**config.mk**
```make
export PLATFORM = sky130hd
export DESIGN_NAME = lfsr_rng_flat
export DESIGN_NICKNAME = d
export VERILOG_FILES = /design/src/rtl/lfsr_pkg.sv /design/src/rtl/lfsr_rng_if.sv /design/src/rtl/lfsr_core.sv /design/src/rtl/lfsr_rng.sv /design/src/flat_wrapper.sv
export SDC_FILE = /design/constraint.sdc
export NUM_CORES = 1
export LEC_CHECK = 0
export BUFFER_PORTS_ARGS = -buffer_cell sky130_fd_sc_hd__buf_2
export CAP_MARGIN = 40
export CORE_ASPECT_RATIO = 2
export CORE_UTILIZATION = 45
export DETAILED_ROUTE_END_ITERATION = 16
export PLACE_DENSITY = 0.68
export SYNTH_ARGS = -nofsm -noshare
export SYNTH_HDL_FRONTEND = slang
export SYNTH_SLANG_ARGS = --single-unit
```
**constraint.sdc**
```tcl
create_clock -name clk -period 2.6 [get_ports clk]
set_clock_uncertainty 0.15 [all_clocks]
set_input_delay 0.26 -clock clk [delete_from_list [all_inputs] [get_ports clk]]
set_output_delay 0.26 -clock clk [all_outputs]
set_load 0.1 [all_outputs]
```
**src/rtl/lfsr_pkg.sv**
```systemverilog
// Shared definitions for the LFSR random source: tap masks, FSM states and
// the bounded-draw mask helper.
package lfsr_pkg;

   typedef enum logic [1:0] {
      ST_IDLE = 2'd0,
      ST_DRAW = 2'd1,
      ST_RESP = 2'd2
   } state_t;

   function automatic bit width_legal(input int width);
      return (width == 8) || (width == 16) || (width == 24) || (width == 32);
   endfunction

   // Bit i set means q[i] feeds the XOR, i.e. exponent i+1 of the polynomial.
   function automatic logic [31:0] tap_mask(input int width);
      logic [31:0] taps;
      case (width)
         8:       taps = 32'h0000_00B8;
         16:      taps = 32'h0000_D008;
         24:      taps = 32'h00E1_0000;
         32:      taps = 32'h8020_0003;
         default: taps = 32'h0000_0000;
      endcase
      return taps;
   endfunction

   // Smallest 2^k-1 covering bound-1; bound 0 means the full range.
   function automatic logic [31:0] range_mask(input logic [31:0] bound);
      logic [31:0] m;
      if (bound == 32'd0) begin
         m = 32'hFFFF_FFFF;
      end else begin
         m = bound - 32'd1;
         for (int i = 0; i < 5; i++) begin
            m = m | (m >> (32'd1 << i));
         end
      end
      return m;
   endfunction

endpackage

```
**src/rtl/lfsr_rng_if.sv**
```systemverilog
// Request/response port of the shared random source.
interface lfsr_rng_if #(
   parameter int OUT_W = 8
);
   logic             req_valid;
   logic [OUT_W-1:0] req_bound;
   logic             req_ready;
   logic             rsp_valid;
   logic             rsp_ready;
   logic [OUT_W-1:0] rsp_data;
   logic             rsp_fallback;

   modport master (
      output req_valid, req_bound, rsp_ready,
      input  req_ready, rsp_valid, rsp_data, rsp_fallback
   );

   modport slave (
      input  req_valid, req_bound, rsp_ready,
      output req_ready, rsp_valid, rsp_data, rsp_fallback
   );
endinterface

```
**src/rtl/lfsr_core.sv**
```systemverilog
// Fibonacci LFSR state register with run-time seed load and step enable.
module lfsr_core
   import lfsr_pkg::*;
#(
   parameter int WIDTH = 16
) (
   input  logic             clk,
   input  logic             rst,
   input  logic             step,
   input  logic             load,
   input  logic [WIDTH-1:0] seed,
   output logic [WIDTH-1:0] q
);

   localparam logic [WIDTH-1:0] TAPS =
      width_legal(WIDTH) ? WIDTH'(tap_mask(WIDTH)) : {WIDTH{1'b0}};

   logic [WIDTH-1:0] q_r;
   logic [WIDTH-1:0] q_s;
   logic             fb_s;

   // Next state: load beats step; a zero seed would freeze the register, so it becomes all ones.
   always_comb begin
      q_s  = q_r;
      fb_s = ^(q_r & TAPS);
      if (load) begin
         if (seed == {WIDTH{1'b0}}) begin
            q_s = {WIDTH{1'b1}};
         end else begin
            q_s = seed;
         end
      end else if (step) begin
         q_s = {q_r[WIDTH-2:0], fb_s};
      end else begin
         q_s = q_r;
      end
   end

   // State register.
   always_ff @(posedge clk or posedge rst) begin
      if (rst) begin
         q_r <= {WIDTH{1'b1}};
      end else begin
         q_r <= q_s;
      end
   end

   assign q = q_r;

endmodule

```
**src/rtl/lfsr_rng.sv**
```systemverilog
// Shared random source: free-running LFSR plus bounded draws by masked
// rejection sampling with a halved-candidate fallback after MAX_TRIES.
module lfsr_rng
   import lfsr_pkg::*;
#(
   parameter int WIDTH     = 16,
   parameter int OUT_W     = 8,
   parameter int MAX_TRIES = 8
) (
   input  logic             clk,
   input  logic             rst,
   input  logic             en,
   input  logic             seed_load,
   input  logic [WIDTH-1:0] seed,
   output logic [WIDTH-1:0] q,
   lfsr_rng_if.slave        bus
);

   localparam int TRY_W = $clog2(MAX_TRIES + 1);

   state_t           state_r;
   state_t           state_s;
   logic [OUT_W-1:0] bound_r;
   logic [OUT_W-1:0] bound_s;
   logic [OUT_W-1:0] mask_r;
   logic [OUT_W-1:0] mask_s;
   logic [TRY_W-1:0] tries_r;
   logic [TRY_W-1:0] tries_s;
   logic [OUT_W-1:0] data_r;
   logic [OUT_W-1:0] data_s;
   logic             fb_r;
   logic             fb_s;
   logic             valid_r;
   logic             ready_r;
   logic [WIDTH-1:0] q_s;
   logic [OUT_W-1:0] cand_s;
   logic             accept_s;
   logic             step_s;

   // The draw consumes one LFSR step per attempt, whatever en says.
   assign step_s = en | (state_r == ST_DRAW);

   lfsr_core #(
      .WIDTH(WIDTH)
   ) u_core (
      .clk  (clk),
      .rst  (rst),
      .step (step_s),
      .load (seed_load),
      .seed (seed),
      .q    (q_s)
   );

   assign q        = q_s;
   assign cand_s   = q_s[OUT_W-1:0] & mask_r;
   assign accept_s = (bound_r == {OUT_W{1'b0}}) || (cand_s < bound_r);

   // Next-state and draw datapath.
   always_comb begin
      state_s = state_r;
      bound_s = bound_r;
      mask_s  = mask_r;
      tries_s = tries_r;
      data_s  = data_r;
      fb_s    = fb_r;
      case (state_r)
         ST_IDLE: begin
            if (bus.req_valid && ready_r) begin
               bound_s = bus.req_bound;
               mask_s  = OUT_W'(range_mask(32'(bus.req_bound)));
               tries_s = {TRY_W{1'b0}};
               state_s = ST_DRAW;
            end else begin
               state_s = ST_IDLE;
            end
         end
         ST_DRAW: begin
            if (accept_s) begin
               data_s  = cand_s;
               fb_s    = 1'b0;
               state_s = ST_RESP;
            end else if ((tries_r + TRY_W'(1)) == TRY_W'(MAX_TRIES)) begin
               // cand < 2*bound always, so half of it is in range for bound >= 2.
               data_s  = cand_s >> 1'b1;
               fb_s    = 1'b1;
               state_s = ST_RESP;
            end else begin
               tries_s = tries_r + TRY_W'(1);
               state_s = ST_DRAW;
            end
         end
         ST_RESP: begin
            if (bus.rsp_ready) begin
               state_s = ST_IDLE;
            end else begin
               state_s = ST_RESP;
            end
         end
         default: begin
            state_s = ST_IDLE;
         end
      endcase
   end

   // FSM, draw context and registered response outputs.
   always_ff @(posedge clk or posedge rst) begin
      if (rst) begin
         state_r <= ST_IDLE;
         bound_r <= {OUT_W{1'b0}};
         mask_r  <= {OUT_W{1'b0}};
         tries_r <= {TRY_W{1'b0}};
         data_r  <= {OUT_W{1'b0}};
         fb_r    <= 1'b0;
         valid_r <= 1'b0;
         ready_r <= 1'b1;
      end else begin
         state_r <= state_s;
         bound_r <= bound_s;
         mask_r  <= mask_s;
         tries_r <= tries_s;
         data_r  <= data_s;
         fb_r    <= fb_s;
         valid_r <= (state_s == ST_RESP);
         ready_r <= (state_s == ST_IDLE);
      end
   end

   assign bus.req_ready    = ready_r;
   assign bus.rsp_valid    = valid_r;
   assign bus.rsp_data     = data_r;
   assign bus.rsp_fallback = fb_r;

endmodule

```
**src/flat_wrapper.sv**
```systemverilog
// flat-port wrapper written by rule: the top's interface ports become plain ports
module lfsr_rng_flat import lfsr_pkg::*;
#(
   parameter int WIDTH     = 16,
   parameter int OUT_W     = 8,
   parameter int MAX_TRIES = 8
)
  (clk, rst, en, seed_load, seed, q, bus_req_valid, bus_req_bound, bus_rsp_ready, bus_req_ready, bus_rsp_valid, bus_rsp_data, bus_rsp_fallback);
  lfsr_rng_if #(.OUT_W(OUT_W)) bus_i ();
  input  logic clk;
  input  logic rst;
  input  logic en;
  input  logic seed_load;
  input  logic [WIDTH-1:0] seed;
  output logic [WIDTH-1:0] q;
  input wire logic [$bits(bus_i.req_valid)-1:0] bus_req_valid;
  input wire logic [$bits(bus_i.req_bound)-1:0] bus_req_bound;
  input wire logic [$bits(bus_i.rsp_ready)-1:0] bus_rsp_ready;
  output wire logic [$bits(bus_i.req_ready)-1:0] bus_req_ready;
  output wire logic [$bits(bus_i.rsp_valid)-1:0] bus_rsp_valid;
  output wire logic [$bits(bus_i.rsp_data)-1:0] bus_rsp_data;
  output wire logic [$bits(bus_i.rsp_fallback)-1:0] bus_rsp_fallback;
  assign bus_i.req_valid = bus_req_valid;
  assign bus_i.req_bound = bus_req_bound;
  assign bus_i.rsp_ready = bus_rsp_ready;
  assign bus_req_ready = bus_i.req_ready;
  assign bus_rsp_valid = bus_i.rsp_valid;
  assign bus_rsp_data = bus_i.rsp_data;
  assign bus_rsp_fallback = bus_i.rsp_fallback;
  lfsr_rng #(.WIDTH(WIDTH), .OUT_W(OUT_W), .MAX_TRIES(MAX_TRIES)) u_core (.clk(clk), .rst(rst), .en(en), .seed_load(seed_load), .seed(seed), .q(q), .bus(bus_i));
endmodule
```
### Word-level counts from Yosys, hierarchy flattened

Cells that the tools add are included.

* add/subtract/negate cells: 2
* reduce and logical (&&, ||, !) cells: 14
* order comparisons: 1
* equal/unequal tests: 7
* mux-type cells: 17
* bitwise logic cells: 7

Operators with widths (count)
* 2-to-1 mux 16 bit: 3
* bitwise OR 32 x 28 -> 32 bit: 1
* bitwise OR 32 x 30 -> 32 bit: 1
* bitwise OR 32 x 31 -> 32 bit: 1
* 2-to-1 mux 8 bit: 3
* bitwise OR 24 bit: 1
* logical NOT 16 bit: 1
* logical NOT 8 bit: 2
* parity 16 bit: 1
* 2-to-1 mux 4 bit: 3
* subtractor 8 x 1 -> 9 bit, second input constant: 1
* AND 8 bit: 1
* < comparator 8 bit: 1
* bitwise OR 8 bit: 1
* case mux 4 bit (2 select lines): 1
* 2-to-1 mux 2 bit: 3
* case mux 2 bit (3 select lines): 1
* nonzero test 2 bit: 3
* adder 4 x 1 -> 4 bit, second input constant: 1
* equality test 2 bit, second input constant: 2
* equality test 4 bit, second input constant: 1
* logical NOT 2 bit: 2
* inequality test 2 bit, second input constant: 2
* AND reduction 2 bit: 2
* other kinds (7): 9

* flip-flop bits (word level): 49
* output and inout bits: 27
* input bits: 30
* word-level logic and storage cells: 57

### Logic depth before layout (Yosys ltp)

Gate-level depths: netlist of the first run.

* word-level depth: 7
* gate-level depth with buffers: 10
* depth with buffers taken out: 9

### By module

From an unflattened synthesis of the first run, not the netlist that was laid out.

* cell total of the unflattened synthesis: 269
* area total of the unflattened synthesis: 2778.9 um^2

Modules (own cells, without submodules)
* lfsr_rng: cells an instance 205, sequential area each 827.0 um^2, area each 1900.6 um^2, times used 1
* lfsr_core: cells an instance 64, sequential area each 420.4 um^2, area each 878.3 um^2, times used 1

### Worst setup path after synthesis of the first run

OpenSTA, ideal clock, no wires.

* path kind: register to register
* start point: reg u_core.u_core.q_r[1] (netlist: u_core.u_core.q[1])
* end point: reg u_core.data_r[7] (netlist: u_core.bus.rsp_data[7])
* stages on the path, launching flop included: 10
* data required time: 2.306 ns
* slack: -0.079 ns
* clock period less this slack: 2.679 ns
* arrival time: 2.384 ns
* cell sequence: dfstp_2 nand2_1 inv_1 ha_1 o211ai_1 a31o_2 a21oi_1 o21a_1 a21oi_1 o22ai_1

* cells in the longest elaborated chain, start to end: 5
* elaborated cells between the ends (all ways): 6
* classes of those cells: 1 x order compare; 1 x mux; 1 x bitwise; 3 x reduce/logical

Ends and longest elaborated chain
* start, declared: line lfsr_core.sv:18 `logic [WIDTH-1:0] q_r;`
* start signal, assigned: line lfsr_core.sv:42 `q_r <= {WIDTH{1'b1}};`
* start signal, assigned: line lfsr_core.sv:44 `q_r <= q_s;`
* AND 8 bit *: line lfsr_rng.sv:55 `assign cand_s = q_s[OUT_W-1:0] & mask_r;`
* < comparator 8 bit *: line lfsr_rng.sv:56 `assign accept_s = (bound_r == {OUT_W{1'b0}}) || (cand_s < bound_r);`
* logical OR 1 bit *: line lfsr_rng.sv:56
* nonzero test 2 bit (no source line)
* AND reduction 2 bit (no source line)
* end signal, assigned: line lfsr_rng.sv:112 `data_r <= {OUT_W{1'b0}};`
* end signal, assigned: line lfsr_rng.sv:121 `data_r <= data_s;`
* end, declared: line lfsr_rng.sv:29 `logic [OUT_W-1:0] data_r;`

Mark *: on every way between the ends. The rest lies on a longest branch, timed or not.
A chain may end at the register's enable or synchronous reset.

### Worst setup path after layout of the first run

* start point: reg u_core.u_core.q_r[1] (netlist: u_core.u_core.q[1])
* end point: reg u_core.state_r[0]

* cells in the longest elaborated chain, start to end: 5

Ends and longest elaborated chain
* AND 8 bit: line lfsr_rng.sv:55
* < comparator 8 bit: line lfsr_rng.sv:56
* logical OR 1 bit: line lfsr_rng.sv:56
* 2-to-1 mux 2 bit: line lfsr_rng.sv:78 `if (accept_s) begin`
* case mux 2 bit (3 select lines): line lfsr_rng.sv:66 `case (state_r)`
* via u_core.state_s[0]: line lfsr_rng.sv:22 `state_t state_s;`
* end signal, assigned: line lfsr_rng.sv:117 `state_r <= state_s;`
* end, declared: line lfsr_rng.sv:21 `state_t state_r;`

The timed path passes the listed nets, and every way through them passes these cells.

==> results of run 1 <==
[flip-flops by register name (all words and copies together), names as in the netlist]
signal                   cells
u_core.bound_r               8
u_core.bus.req_ready         1
u_core.bus.rsp_data          8
u_core.bus.rsp_fallback      1
u_core.bus.rsp_valid         1
u_core.mask_r                8
u_core.state_r               2
u_core.tries_r               4
u_core.u_core.q             16
[worst paths after layout]
path                               startpoint                      to  slack, ps  cells after the start
max                        u_core.u_core.q[1]       u_core.state_r[0]        130                      9
max reg2reg                u_core.u_core.q[1]       u_core.state_r[0]        130                      9
max in group asynchronous                 rst      u_core.u_core.q[4]       1270                      5
min reg2reg                  u_core.mask_r[7]        u_core.mask_r[7]        320                      2
min in group asynchronous                 rst  u_core.bus.rsp_data[1]        350                      3
min                          bus_req_bound[7]       u_core.bound_r[7]         70                      3
[power by group through the flow]
stage / logic (mW) / registers, mW / clock network (mW)
final: 2.41 / 1.29 / 0.755
after global placement: 2.35 / 1.29 / 0
after detailed placement: 2.40 / 1.31 / 0
after CTS: 2.40 / 1.30 / 0.769
after floorplan: 0.910 / 2.28 / 0
after global routing: 2.57 / 1.33 / 0.796
[what timing repair did]
item,CTS,global route
setup endpoints to repair,0,13
gates resized for setup,0,2
hold endpoints to repair,14,0
setup buffers,0,0
hold buffers,1,0
[cells by family (layout without fill, tap and decap cells)]
| group | after synthesis | count (layout) | share of synthesized area, % |
|---|---|---|---|
| AOI/OAI and AO/OA | 76 | 76 | 18.3 |
| xor gates and xnor gates | 6 | 6 | 1.96 |
| adders and majority gates | 12 | 12 | 5.59 |
| buffers and inverters | 34 | 95 | 5.07 |
| DFF | 49 | 49 | 46.4 |
| muxes | 9 | 9 | 3.35 |
| and+or+nand+nor | 106 | 106 | 19.3 |
[per-layer routing]
metal / routed length [um] / vias to the layer above / part of all wire, % / GRT usage, %
li1: - / 1143 / - / -
met1: 2360 / 1152 / 34 / 22.5
met2: 4140 / 54 / 60 / 46.5
met3: 147 / 11 / 2.1 / 3.73
met4: 197 / 0 / 2.9 / 9.59
met5: 0 / - / 0 / 0
[layout make-up]
class / count / area (sq um) / area share, %
clock buffer: 7 / 143 / 4.35
timing repair buffer: 67 / 378 / 11.5
multi-input combinational: 209 / 1320 / 40.3
sequential: 49 / 1260 / 38.4
clock inverter: 1 / 30.0 / 0.915
tap: 61 / 76.3 / 2.33
inverter: 20 / 75.1 / 2.29
[critical path, delay by kind of cell, from the launching register on]
kind                     cells  cell delay, ps
AO/OA/AOI/OAI                4             630
AND/OR/NAND/NOR              3             640
flip-flops                   1             620
buffers and inverters        1              90
adder cells (fa/ha/maj)      1             230
[per-stage QoR]
stage	cell area, sq um	std cells
finish	3280	414
global route	3280	414
global placement	3070	404
floorplan	2700	292
CTS	3270	414
detailed placement	3090	405
[synth_stat cells (all sizes together), types with 2 or more instances]
cell | count | share of area (%)
a21oi | 9 | 2.0
nor3 | 7 | 1.3
dfrtp | 32 | 30
nor4b | 2 | 0.65
nor4 | 7 | 2.2
a211oi | 2 | 0.56
nand4 | 2 | 0.47
and3 | 2 | 0.47
clkbuf | 12 | 1.7
inv | 20 | 2.8
xor2 | 3 | 0.98
o21ai | 30 | 5.7
buf | 2 | 0.61
nand3 | 3 | 0.74
xnor2 | 3 | 0.98
or3 | 2 | 0.47
dfstp | 17 | 17
ha | 12 | 5.6
a21o | 2 | 0.56
o22ai | 17 | 4.0
or2 | 2 | 0.47
nor2 | 22 | 3.1
o22a | 8 | 2.6
nor3b | 2 | 0.56
mux2i | 9 | 3.4
o211ai | 2 | 0.56
and2 | 2 | 0.47
nand2 | 47 | 6.6
[cells in the final DEF, fill, tap and decap left out, types with 2 or more instances in the layout]
master	n
a211oi_1	2
a21o_1	2
a21oi_1	6
a21oi_2	2
and2_1	2
and3_1	2
buf_2	56
buf_4	9
clkbuf_16	5
dfrtp_1	32
dfstp_2	14
dfstp_4	3
ha_1	12
inv_1	19
mux2i_1	9
nand2_1	47
nand3_1	2
nand4_1	2
nor2_1	22
nor3_1	6
nor3b_1	2
nor4_1	6
nor4b_1	2
o211ai_1	2
o21ai_0	29
o22a_1	8
o22ai_1	17
or2_2	2
or3_1	2
xnor2_1	3
xor2_1	3
==> metrics, run 1 <==
status completed; Initial Util 47.1%; Crit path largest cell delay 620 ps; Gate power share 54.1%; relative slew slack 64.5%; Final GP Congestion 0.853; ys flop type dfrtp_1; asr flop ratio synth 100%; crit path DAT 2490 ps; Post-Syn Instances 292; Layout area overhead 22.1%; I/O pin cnt 57; FILL cells 561; first-pass GRT wire length 11400 um; CP Data Required Time 2620 ps; CP cell instances nand2_1, inv_1, ha_1, o211ai_1, a31o_2, a21oi_1, o21a_2, and3_1, or2_2; Clk pwr share 16.9%; setup violators final 0; period utilization 95.1%; WL per Instance 16.5 um; Final Hold Fails 0; CTS tree built; Total GRT Usage 23.5%; sequential area share after synthesis 46.4%; fin worst setup slack 127 ps; Avg Inst Size Synth 9.20 sq um; number of global-route vias before repair 2463; initial antenna violation count 0; net count after synthesis 334; CP endpoint kind flop; DRT antenna net count 0; Slowest-stage cell, CP dfstp_4; Die X-Extent 56.6 um; Post-route DRC 0; die height 111 um; Place WS 110 ps; drt total wl 6850 um; PortBufs 56; leakage 1.49 nW; worst skew pair latency 290 ps; Num CTS Buffers 5; # rows 39; Max IR drop VDD 1.41 mV; kind of critical path flop to flop; Yosys cell types 45; RSZ-0062 raised after global routing no; # clock sinks 49; NetSw 2.24 mW; Least-Margin Pin Slew 532 ps; Critical Path Source Type flop; CTS root buffer clkbuf_16; largest net degree at the start of global routing 33; Pwr Density 1360 nW/um^2; htree depth 2; EDFF count, synth 0; max-slew violation count 0; Iter 0 DRT Violations 59; min Tclk post-route 2470 ps; die area 6300 sq um; Setup TNS 0 ps; synthesis-stage register bit count 49; Ant. Diodes 0; layout cells sized above 1 29.7%; Syn. warnings 0; Pwr Total 4.46 mW; Core Region 5710 sq um; via/cell ratio 5.70; Netlist Area Pre-Place 2690 sq um; grt ovf 0; switching share of power 50.2%; MaxCap Viol Count 0; Final Util 57.5%; final net count 394; vias 2360; clock tree buffer depth 2; Sequential Power Share 29.0%; crit path max fanout 7; DR pass1 iterations 4; Clk pin slew, worst setup/hold paths 60 ps; Hold WS 67.6 ps; Pint 2.22 mW; Hold Crit Class input pin to flop; maximum clock frequency 404 MHz; detailed placement HPWL 5380 um
No activity file was read; power rests on OpenSTA's default activity.
==> inputs of run 2 (changes only) <==
--- a/config.mk
+++ b/config.mk
@@ -5,12 +5,14 @@
 export SDC_FILE = /design/constraint.sdc
 export NUM_CORES = 1
 export LEC_CHECK = 0
+export ABC_AREA = 1
 export BUFFER_PORTS_ARGS = -buffer_cell sky130_fd_sc_hd__buf_2
 export CAP_MARGIN = 40
 export CORE_ASPECT_RATIO = 2
 export CORE_UTILIZATION = 45
 export DETAILED_ROUTE_END_ITERATION = 16
-export PLACE_DENSITY = 0.68
+export PLACE_DENSITY = 0.67
+export REMOVE_ABC_BUFFERS = 1
 export SYNTH_ARGS = -nofsm -noshare
 export SYNTH_HDL_FRONTEND = slang
 export SYNTH_SLANG_ARGS = --single-unit
==> run 2 against run 1 <==
Die area up 7.4%. Largest cell class unchanged. Combinational power up 5%. Design area up 3.9%. Synthesized area up 7.6%. Maximum frequency up 14%. Critical path type unchanged. Global-route usage down 0.24 points.
==> metrics, run 2 <==
status completed; setup violators final 0; area leader, netlist dfrtp_1; period utilization 83.5%; Total GRT Usage 23.2%; kind of critical path flop to flop; Slowest-stage cell, CP dfstp_2; Synth top area share 27.7%; maximum clock frequency 461 MHz; die area 6770 sq um; Crit path largest cell delay 550 ps; Setup TNS 0 ps; DR pass1 iterations 4; min Tclk post-route 2170 ps; largest cells by area after synthesis dfrtp_1, dfstp_2, nand2_1; commonest non-fill, non-tap cell in the layout nand2_1; relative slew slack 67.5%; CTS root buffer clkbuf_16; max reg flops 16; Worst Path Buf+Inv 1; clock tree buffer depth 2; Ant. Diodes 0; PortBufs 56; most frequent cells after synthesis nand2_1, nor2_1, nand3_1, o21ai_0, dfrtp_1; Hold Crit Class input pin to flop; initial antenna violation count 0; number of global-route vias before repair 2631; drt total wl 7030 um; Final Hold Fails 0; Die X-Extent 58.7 um; sequential area share after synthesis 43.1%; detailed placement HPWL 5650 um; MaxCap Viol Count 0; I/O pin cnt 57; post-CTS sizing 0; CP Data Required Time 2630 ps; asr flop ratio synth 100%; WL per Instance 13.8 um; Critical Path Source Type flop; leakage 1.74 nW; fin area 3410 sq um; Crit path max-delay family simple AND/OR/NAND/NOR gates; die height 115 um; DRT antenna net count 0; grt ovf 0; Num CTS Buffers 5; hold buffers post-CTS 1; Clk pin slew, worst setup/hold paths 60 ps; largest net degree at the start of global routing 31; Post-Syn Instances 364; CP endpoint kind flop; # clock sinks 49; Netlist Area Pre-Place 2890 sq um; Pwr Density 1310 nW/um^2; Max IR drop VDD 0.647 mV; Hold WS 90.3 ps; # rows 41; commonest cells after routing, fill and taps aside nand2_1, buf_2, nor2_1, o21ai_0, nand3_1; Avg Inst Size Synth 7.94 sq um; Final GP Congestion 0.839; setup bufs post-CTS 0; Placed Instance Area 3250 sq um; Yosys cell types 32; Iter 0 DRT Violations 62; worst skew pair latency 290 ps; Most Frequent Cell on Critical Path nand2_1; Post-route DRC 0; first-pass GRT wire length 11800 um; Layout area overhead 17.9%; Syn. warnings 0; final net count 463; htree depth 2; Least-Margin Pin Slew 492 ps; crit path DAT 2200 ps; crit path max fanout 11; cell with the most instances after synthesis nand2_1; CTS tree built; RSZ-0062 raised after global routing no; EDFF count, synth 0; Core Region 6260 sq um; synthesis-stage register bit count 49; vias 2597; CP cell instances nand2_1, inv_1, ha_1, a21oi_1, o21a_1, nand2_8, nand3_2, nand2_2, nand2_1, nand2_1; via/cell ratio 5.11; ys flop type dfrtp_1; max-slew violation count 0; layout cells sized above 1 26.3%; Initial Util 46.2%
## run 2: cell types whose count changed in the layout (fill, tap and decap cells not counted), sizes merged, moves of 7 or more
| cell | before | now |
|---|---|---|
| nand2 | 47 | 101 |
| mux2i | 9 | 0 |
| nor4 | 7 | 0 |
| nand4 | 2 | 11 |
| o22a | 8 | 0 |
| nor2 | 22 | 41 |
| inv | 20 | 32 |
| o21ai | 30 | 42 |
| nand3 | 3 | 36 |
| o22ai | 17 | 0 |
## run 2: final cells by class
cell class,count,area (sq um)
fillers,632,2850
inverters,32,120
repair buffers,62,340
clock buffers,8,146
well taps,86,108
multi-input cells,271,1450
flip-flops and latches,49,1250
## run 2: metrics by stage
stage / instances / utilization [%] / power [mW] / worst slack, ps
finish: 508 / 54.5 / 4.46 / 429
global route: 508 / 54.5 / 4.76 / 245
CTS: 508 / 54.5 / 4.49 / 424
detailed placement: 499 / 52.0 / 3.84 / 440
global placement: 498 / 51.7 / 3.79 / 503
floorplan: 352 / - / 3.31 / 244
## run 2: tightest hold or removal path, cell delays in order
cell and delay, ps:
buf_2 110, nand2_1 50, o21ai_0 70
## run 2: final timing paths
check                                       start                      to  slack [ps]  cells after the start
setup / recovery               u_core.u_core.q[5]  u_core.bus.rsp_data[7]         430                     10
hold / removal                   bus_req_bound[1]       u_core.bound_r[1]          90                      3
setup reg to reg               u_core.u_core.q[5]  u_core.bus.rsp_data[7]         430                     10
hold reg to reg            u_core.bus.rsp_data[7]  u_core.bus.rsp_data[7]         330                      2
max in group asynchronous                     rst     u_core.u_core.q[10]        1270                      5
min in group asynchronous                     rst  u_core.bus.rsp_data[0]         340                      3
## run 2: logic make-up (layout without fill, tap and decap cells)
logic type      count (synthesis)  after routing  share of synthesized area (%)
simple gates                  198            198                           32.3
compound gates                 51             51                           9.30
flops                          49             49                           43.1
buf+inv                        44            102                           6.79
fa+ha+maj                      12             12                           5.19
xor+xnor                       10             10                           3.29
## run 2: routing by layer
metal	global-route usage [%]	routed length (um)
met5	0	0
met4	9.68	190
met3	3.15	190
met2	47.2	4180
met1	21.8	2470
## run 2: power by group
group          internal [mW]  switching [mW]
logic                  0.583            1.96
clock network          0.384           0.264
registers               1.09           0.187
total                   2.06            2.41
==> inputs of run 3 (changes only) <==
--- a/config.mk
+++ b/config.mk
@@ -11,7 +11,7 @@
 export CORE_ASPECT_RATIO = 2
 export CORE_UTILIZATION = 45
 export DETAILED_ROUTE_END_ITERATION = 16
-export PLACE_DENSITY = 0.67
+export PLACE_DENSITY = 0.7
 export REMOVE_ABC_BUFFERS = 1
 export SYNTH_ARGS = -nofsm -noshare
 export SYNTH_HDL_FRONTEND = slang
==> constraint.sdc (replaced) <==
create_clock -name clk -period 1.9 [get_ports clk]
set_clock_uncertainty 0.15 [all_clocks]
set_input_delay 0.19 -clock clk [delete_from_list [all_inputs] [get_ports clk]]
set_output_delay 0.19 -clock clk [all_outputs]
set_load 0.1 [all_outputs]
==> run 3 against run 2 <==
The flow now finishes with violations (setup timing). Setup slack got worse by 510 ps. Cell count grew 5.1%. Sequential power grew 37%. Worst hold slack got worse by 89 ps. Critical path type unchanged. Maximum frequency rose by 9.6%. Design area grew 14%. Combinational power up 86%. Non-clock buffer count grew 23. Via count grew 8.9%.
==> metrics, run 3 (synthesized netlist as in run 2, its figures left out) <==
Crit path largest cell delay 530 ps; initial antenna violation count 0; WL per Instance 15.3 um; Critical Path Source Type flop; Final GP Congestion 0.922; period utilization 104%; failing checks setup timing; PortBufs 56; Place WS -167 ps; min Tclk post-route 1980 ps; crit path DAT 2030 ps; FILL cells 567; Layout Cells excl Fill 534; worst skew pair latency 300 ps; vias 2827; max-slew violation count 0; Die X-Extent 58.7 um; largest net degree at the start of global routing 29; Initial Util 46.2%; CTS root buffer clkbuf_16; kind of critical path flop to flop; Final Util 62.0%; Max IR drop VDD 1.25 mV; reg-to-reg slack, setup -80 ps; I/O pin cnt 57; Worst Path Buf+Inv 1; detailed placement HPWL 5650 um; leakage 1.92 nW; drt total wl 8150 um; Ant. Diodes 0; Slowest-stage cell, CP dfstp_2; R2R depth 10; fin area 3880 sq um; commonest non-fill, non-tap cell in the layout nand2_1; # rows 41; Final Hold Fails 0; MaxCap Viol Count 0; crit path max fanout 6; Clk pin slew, worst setup/hold paths 70 ps; die height 115 um; Core Region 6260 sq um; Pwr Density 1930 nW/um^2; Setup TNS -976 ps; die area 6770 sq um; CP Data Required Time 1940 ps; Placed Instance Area 3370 sq um; relative slew slack 67.2%; Num CTS Buffers 5; # clock sinks 49; Hold WS 0.821 ps; clock tree buffer depth 2; DR pass1 iterations 4; Hold Path Stages 3; CP cell instances nand2_1, inv_2, ha_4, a21oi_2, o21a_4, nand2_8, nand3_4, nand2_4, nand2_2, nand2_1; placed cells 515; Crit path max-delay family flip-flops; Least-Margin Pin Slew 496 ps; CP Depth 10; max reg flops 16; layout cells sized above 1 39.5%; Layout area overhead 34.3%; setup violators final 16; grt ovf 0; maximum clock frequency 505 MHz; status finished with violations; Hold Crit Class input pin to flop; Most Frequent Cell on Critical Path nand2_1; final net count 489; Total GRT Usage 25.2%; fin worst setup slack -82.0 ps; DRT antenna net count 0; number of global-route vias before repair 2830; via/cell ratio 5.29; first-pass GRT wire length 12800 um; Iter 0 DRT Violations 99; RSZ-0062 raised after global routing yes; commonest cells after routing, fill and taps aside nand2_1, buf_2, nor2_1, o21ai_0, nand3_1; CP endpoint kind flop; htree depth 2; CTS tree built; Pwr Total 7.49 mW; Post-route DRC 0
[run 3: cell types whose count changed in the layout (fill, tap and decap cells not counted), sizes merged]
cell,delta
buf,+23
nand2,+3
clkbuf,-2
bufinv,+1
clkinv,+1
[run 3: repair_timing]
action	in CTS	in global routing
setup buffers	2	5
endpoints found under the hold margin	20	0
setup endpoints to repair	17	17
resized for setup	28	24
pin swaps	15	22
gates cloned	3	0
hold buffers	1	0
[run 3: power by group]
part	internal [mW]	switching (mW)	leakage, nW	total (mW)
logic	1.43	3.30	1.26	4.72
registers	1.49	0.259	0.574	1.75
clock network	0.624	0.396	0.0810	1.02
total	3.54	3.95	1.92	7.49
[run 3: cell type report]
cell class | count | area, sq um | share of cell area (%)
multi-input cells | 274 | 1700 | 43.8
clock inverters | 2 | 38.8 | 0.999
flip-flops and latches | 49 | 1250 | 32.1
repair buffers | 85 | 538 | 13.9
well taps | 86 | 108 | 2.77
clock buffers | 6 | 129 | 3.32
inverters | 32 | 120 | 3.09
[run 3: routing by layer]
metal	up-vias	global-route usage, %	part of all wire, %
met3	36	3.71	3.5
met2	105	46.6	57
met5	-	0	0
li1	1349	-	-
met4	0	16.2	5.4
met1	1337	25.1	34
[run 3: final timing paths]
check	startpoint	endpoint
worst min-delay path	seed[12]	u_core.u_core.q[12]
worst max-delay path	u_core.u_core.q[7]	u_core.bus.rsp_data[1]
min in group asynchronous	rst	u_core.bus.rsp_data[0]
worst max register to register	u_core.u_core.q[7]	u_core.bus.rsp_data[1]
worst min register to register	u_core.bus.rsp_data[6]	u_core.bus.rsp_data[6]
max in group asynchronous	rst	u_core.u_core.q[8]
[run 3: tightest hold or removal path, stage by stage]
cell and delay (ps):
buf_2 100, nor2_1 90, o21ai_1 60
